$ cat config.mk
export PLATFORM = sky130hd
export DESIGN_NAME = dmem_arbiter
export DESIGN_NICKNAME = d
export VERILOG_FILES = /design/src/rtl/dmem_pkg.sv /design/src/rtl/rr_burst_ctrl.sv /design/src/rtl/dmem_arbiter.sv
export SDC_FILE = /design/constraint.sdc
export NUM_CORES = 1
export LEC_CHECK = 0
export ABC_AREA = 1
export BUFFER_PORTS_ARGS = -buffer_cell sky130_fd_sc_hd__buf_2
export CAP_MARGIN = 20
export CORE_AREA = 3 3 114 116
export DETAILED_ROUTE_END_ITERATION = 12
export DIE_AREA = 0 0 117 119
export SLEW_MARGIN = 20
export SYNTH_ARGS = -nofsm -noshare
export SYNTH_HDL_FRONTEND = slang
export SYNTH_HIERARCHICAL = 1
export SYNTH_SLANG_ARGS = --single-unit
export TNS_END_PERCENT = 30
$ cat constraint.sdc
create_clock -name clk -period 2.22 [get_ports clk]
set_input_delay 0 -clock clk [delete_from_list [all_inputs] [get_ports clk]]
set_output_delay 0 -clock clk [all_outputs]
set_load 0.05 [all_outputs]
$ cat src/rtl/dmem_pkg.sv
// Shared encodings for the data-memory arbiter: owner states and port indices.
package dmem_pkg;

  typedef enum logic [1:0] {
    ST_IDLE = 2'd0,
    ST_OWN0 = 2'd1,
    ST_OWN1 = 2'd2
  } state_e;

  localparam logic P_CPU = 1'b0;
  localparam logic P_LDR = 1'b1;

endpackage

$ cat src/rtl/rr_burst_ctrl.sv
// Round-robin owner FSM with a bounded burst counter. An owner keeps the
// memory while it requests, but yields after BURST_MAX beats if the peer waits.
module rr_burst_ctrl
  import dmem_pkg::*;
#(
  parameter int BURST_MAX = 4
) (
  input  logic clk_i,
  input  logic rst_i,
  input  logic req0_i,
  input  logic req1_i,
  output logic gnt_vld_o,
  output logic gnt_sel_o
);

  localparam int CNT_W = $clog2(BURST_MAX + 1);
  localparam logic [CNT_W-1:0] CNT_MAX = CNT_W'(BURST_MAX);

  state_e           state_q, state_d;
  logic [CNT_W-1:0] cnt_q, cnt_d;
  logic             last_q, last_d;
  logic             gnt_vld, gnt_sel;

  // Grant decision and next owner/counter; reset suppresses any grant.
  always_comb begin
    gnt_vld = 1'b0;
    gnt_sel = P_CPU;
    case (state_q)
      ST_OWN0: begin
        if (req0_i && ((cnt_q < CNT_MAX) || !req1_i)) begin
          gnt_vld = 1'b1;
          gnt_sel = P_CPU;
        end else if (req1_i) begin
          gnt_vld = 1'b1;
          gnt_sel = P_LDR;
        end
      end
      ST_OWN1: begin
        if (req1_i && ((cnt_q < CNT_MAX) || !req0_i)) begin
          gnt_vld = 1'b1;
          gnt_sel = P_LDR;
        end else if (req0_i) begin
          gnt_vld = 1'b1;
          gnt_sel = P_CPU;
        end
      end
      default: begin
        if (req0_i && req1_i) begin
          gnt_vld = 1'b1;
          gnt_sel = ~last_q;
        end else if (req0_i) begin
          gnt_vld = 1'b1;
          gnt_sel = P_CPU;
        end else if (req1_i) begin
          gnt_vld = 1'b1;
          gnt_sel = P_LDR;
        end
      end
    endcase
    if (rst_i) gnt_vld = 1'b0;

    state_d = ST_IDLE;
    cnt_d   = '0;
    last_d  = last_q;
    if (gnt_vld) begin
      last_d  = gnt_sel;
      state_d = gnt_sel ? ST_OWN1 : ST_OWN0;
      if (state_q == state_d) begin
        cnt_d = (cnt_q == CNT_MAX) ? cnt_q : cnt_q + 1'b1;
      end else begin
        cnt_d = CNT_W'(1);
      end
    end
  end

  // Owner state, beat counter and last owner; last owner starts at the loader
  // so the CPU wins the first tie.
  always_ff @(posedge clk_i) begin
    if (rst_i) begin
      state_q <= ST_IDLE;
      cnt_q   <= '0;
      last_q  <= P_LDR;
    end else begin
      state_q <= state_d;
      cnt_q   <= cnt_d;
      last_q  <= last_d;
    end
  end

  assign gnt_vld_o = gnt_vld;
  assign gnt_sel_o = gnt_sel;

endmodule

$ cat src/rtl/dmem_arbiter.sv
// Shares the single-port data memory between the CPU (m0) and the loader (m1).
// Grants steer the request straight onto the memory bus; load data returns
// one cycle later on the port that issued the read.
module dmem_arbiter
  import dmem_pkg::*;
#(
  parameter int ADDR_W    = 32,
  parameter int DATA_W    = 32,
  parameter int BURST_MAX = 4
) (
  input  logic              clk,
  input  logic              rst,
  input  logic              m0_req,
  input  logic              m0_we,
  input  logic [ADDR_W-1:0] m0_addr,
  input  logic [DATA_W-1:0] m0_wdata,
  output logic              m0_gnt,
  output logic              m0_rvalid,
  output logic [DATA_W-1:0] m0_rdata,
  input  logic              m1_req,
  input  logic              m1_we,
  input  logic [ADDR_W-1:0] m1_addr,
  input  logic [DATA_W-1:0] m1_wdata,
  output logic              m1_gnt,
  output logic              m1_rvalid,
  output logic [DATA_W-1:0] m1_rdata,
  output logic              mem_en,
  output logic              mem_we,
  output logic [ADDR_W-1:0] mem_addr,
  output logic [DATA_W-1:0] mem_wdata,
  input  logic [DATA_W-1:0] mem_rdata
);

  logic gnt_vld, gnt_sel;
  logic rd_pend_q, rd_pend_d;
  logic rd_port_q, rd_port_d;

  rr_burst_ctrl #(
    .BURST_MAX(BURST_MAX)
  ) u_ctrl (
    .clk_i    (clk),
    .rst_i    (rst),
    .req0_i   (m0_req),
    .req1_i   (m1_req),
    .gnt_vld_o(gnt_vld),
    .gnt_sel_o(gnt_sel)
  );

  assign m0_gnt = gnt_vld && (gnt_sel == P_CPU);
  assign m1_gnt = gnt_vld && (gnt_sel == P_LDR);

  // Memory bus mux: drive the granted port's request; bus idles at zero.
  always_comb begin
    mem_en    = gnt_vld;
    mem_we    = 1'b0;
    mem_addr  = '0;
    mem_wdata = '0;
    if (gnt_vld) begin
      if (gnt_sel == P_LDR) begin
        mem_we    = m1_we;
        mem_addr  = m1_addr;
        mem_wdata = m1_wdata;
      end else begin
        mem_we    = m0_we;
        mem_addr  = m0_addr;
        mem_wdata = m0_wdata;
      end
    end
  end

  // Track which port is owed read data next cycle.
  always_comb begin
    rd_pend_d = gnt_vld && !mem_we;
    rd_port_d = gnt_vld ? gnt_sel : rd_port_q;
  end

  // Read-return register.
  always_ff @(posedge clk) begin
    if (rst) begin
      rd_pend_q <= 1'b0;
      rd_port_q <= P_CPU;
    end else begin
      rd_pend_q <= rd_pend_d;
      rd_port_q <= rd_port_d;
    end
  end

  // A read pending across a reset edge is dropped, so rvalid is masked by rst.
  assign m0_rvalid = rd_pend_q && !rst && (rd_port_q == P_CPU);
  assign m1_rvalid = rd_pend_q && !rst && (rd_port_q == P_LDR);
  assign m0_rdata  = m0_rvalid ? mem_rdata : '0;
  assign m1_rdata  = m1_rvalid ? mem_rdata : '0;

endmodule

==> impl_metrics.env <==
export IMPL_pin_count=300
export IMPL_die_area_um2=13900
export IMPL_synth_ff_latch_count=8
export IMPL_crit_start="u_ctrl/state_q[0]"
export IMPL_layout_common_cells="buf_2, nand2_1, nor2_1"
export IMPL_fin_crit_sh=0.948
export IMPL_place_worst_setup_slack_ns=0.110
export IMPL_area_growth_pct=132
export IMPL_powerDensity_nw_per_um2=567
export IMPL_dp_hpwl_um=8360
export IMPL_clk_insertion_delay_late_ns=0.23
export IMPL_die_x_um=117
export IMPL_slew_headroom=0.771
export IMPL_avgSynthCellArea_um2=4.47
export IMPL_holdCritStartpoint="m0_we"
export IMPL_syn_area_um2=1740
export IMPL_grt_max_degree=53
export IMPL_critPathLaunchType="flip-flop"
export IMPL_layout_setup_ws_ns=0.114
export IMPL_antenna_cells=0
export IMPL_grt_use_total=0.121
export IMPL_clock_sinks=8
export IMPL_initial_core_util=0.145
export IMPL_yosys_warnings=6
export IMPL_grt_pass1_vias=2830
export IMPL_slew_violations=0
export IMPL_num_vias=3277
export IMPL_gp_congestion=0.798
export IMPL_rows=40
export IMPL_ys_types=18
export IMPL_setup_viol=0
export IMPL_postCtsHoldBufs=0
export IMPL_max_cap_violations=0
export IMPL_leakagePower_nw=2.74
export IMPL_final_common_cell="buf_2"
export IMPL_drcViolationCount=0
export IMPL_finClkSkew_ns=0.00372
export IMPL_finalSetupTns_ns=0
export IMPL_grt_antenna_before_repair=0
export IMPL_max_freq_mhz=475
export IMPL_min_period_ns=2.11
export IMPL_drt_iter0_drc=78
export IMPL_ant_nets=0
export IMPL_htree_levels=1
export IMPL_cts_max_path_buffers=2
export IMPL_hold_path_class="input pin to flip-flop"
export IMPL_ir_drop_mv=0.252
export IMPL_routed_via_density=3.92
export IMPL_cp_end_kind="output port"
export IMPL_nets=860
export IMPL_die_h_um=119
export IMPL_layout_drive_gt1_share=0.490
export IMPL_numCtsBuffers=3
export IMPL_holdWs_ns=0.0524
export IMPL_worstSetupPathType="flip-flop to output port"
export IMPL_routedWlPerCell_um=13.4
export IMPL_finalHoldViolCount=0
export IMPL_netlist_instances=390
export IMPL_dr_pass1_iters=4
export IMPL_fillCellCount=1376
export IMPL_utilization=0.338
export IMPL_io_buffers=299
export IMPL_path_max_fanout=13
export IMPL_crit_path_top_delay_cell="dfxtp_2"
export IMPL_cp_cell_sequence="inv_1 > ha_4 > inv_2 > nand2_2 > nand2_2 > nor2_8 > inv_2 > nor2_4 > buf_12 > buf_8 > nand2_1 > nand2_1 > buf_4"
export IMPL_r2r_start="u_ctrl/state_q[0]"
export IMPL_syn_nets=560
export IMPL_grt_remaining_overflow=0
export IMPL_clk_pin_slew_ns=0.04
export IMPL_cts_tree="built"
export IMPL_cts_root_buf="clkbuf_16"
export IMPL_grt_pass1_wl_um=13500
export IMPL_synth_yosys_seq_area_share=0.0918
export IMPL_cpPeakStageDelay_ns=0.33
export IMPL_critPathArrivalTime_ns=2.11
export IMPL_coreArea_um2=12000
export IMPL_tightest_slew_ns=0.343
export IMPL_status="finished clean"
export IMPL_cp_required_ns=2.22
export IMPL_wirelength_um=11200
## power breakdown
part	switching, mW	internal (mW)
logic	1.18	0.644
clock network	0.0691	0.232
registers	0.0109	0.163
## metrics by stage
step	power [mW]	cells	cell area [um^2]
floorplan	1.21	390	1740
global placement	1.65	822	3430
detailed placement	1.66	822	3430
CTS	2.05	825	3630
global route	2.43	835	4050
finish	2.30	835	4050
## per-layer routing
metal | vias up | track usage | routed length (um)
met5 | - | 0 | 0
met4 | 0 | 0.0194 | 37
met3 | 2 | 0.0147 | 883
met2 | 192 | 0.228 | 5880
met1 | 1373 | 0.144 | 4390
li1 | 1710 | - | -
## flip-flops by register name, indices dropped and copies added (netlist names)
name	cells
rd_pend_q	1
rd_port_q	1
u_ctrl/cnt_q	3
u_ctrl/last_q	1
u_ctrl/state_q	2
## critical path: cells and delay by family (launching register included)
family	cells	cell delay (ns)
fa+ha+maj	1	0.27
buf+inv	6	0.68
flops	1	0.33
simple gates	6	0.58
## worst paths after layout
| kind | endpoint | slack [ns] | depth (start not counted) |
|---|---|---|---|
| setup / recovery | mem_wdata[4] | 0.11 | 13 |
| hold / removal | rd_pend_q | 0.05 | 4 |
| setup reg to reg | rd_port_q | 0.51 | 11 |
| hold reg to reg | u_ctrl/last_q | 0.50 | 2 |
## cell families after synthesis
logic type               after synthesis  share of synthesized area
buffers and inverters                 75                      0.193
flip-flops                             8                     0.0918
adder cells (fa/ha/maj)                4                     0.0287
AO/OA/AOI/OAI                          4                     0.0115
AND/OR/NAND/NOR                      298                      0.670
XOR/XNOR                               1                    0.00502
## synth_stat cells
cell type / n / share of area
buf_2: 8 / 0.023
buf_4: 10 / 0.043
buf_6: 1 / 0.0065
clkbuf_1: 1 / 0.0022
dfxtp_1: 8 / 0.092
ha_1: 4 / 0.029
inv_1: 53 / 0.11
inv_2: 2 / 0.0043
nand2_1: 214 / 0.46
nand2_2: 3 / 0.011
nand3_1: 3 / 0.0086
nand3_2: 2 / 0.011
nand3b_1: 2 / 0.0086
nor2_1: 72 / 0.15
nor2_2: 1 / 0.0036
nor2_8: 1 / 0.011
o21ai_0: 4 / 0.011
xor2_1: 1 / 0.0050
## layout make-up
| class | count | area [um^2] | area share |
|---|---|---|---|
| clock buffers | 3 | 75.1 | 0.0185 |
| well taps | 147 | 184 | 0.0454 |
| multi-input cells | 307 | 1280 | 0.315 |
| repair buffers | 315 | 2140 | 0.527 |
| inverters | 55 | 214 | 0.0528 |
| flip-flops and latches | 8 | 165 | 0.0407 |
## timing repair
item	CTS	global route
cloned	0	8
pin swaps	0	5
setup endpoints to repair	63	65
setup buffers	0	2
resized for setup	51	84
Power figures use the tool's default switching activity.
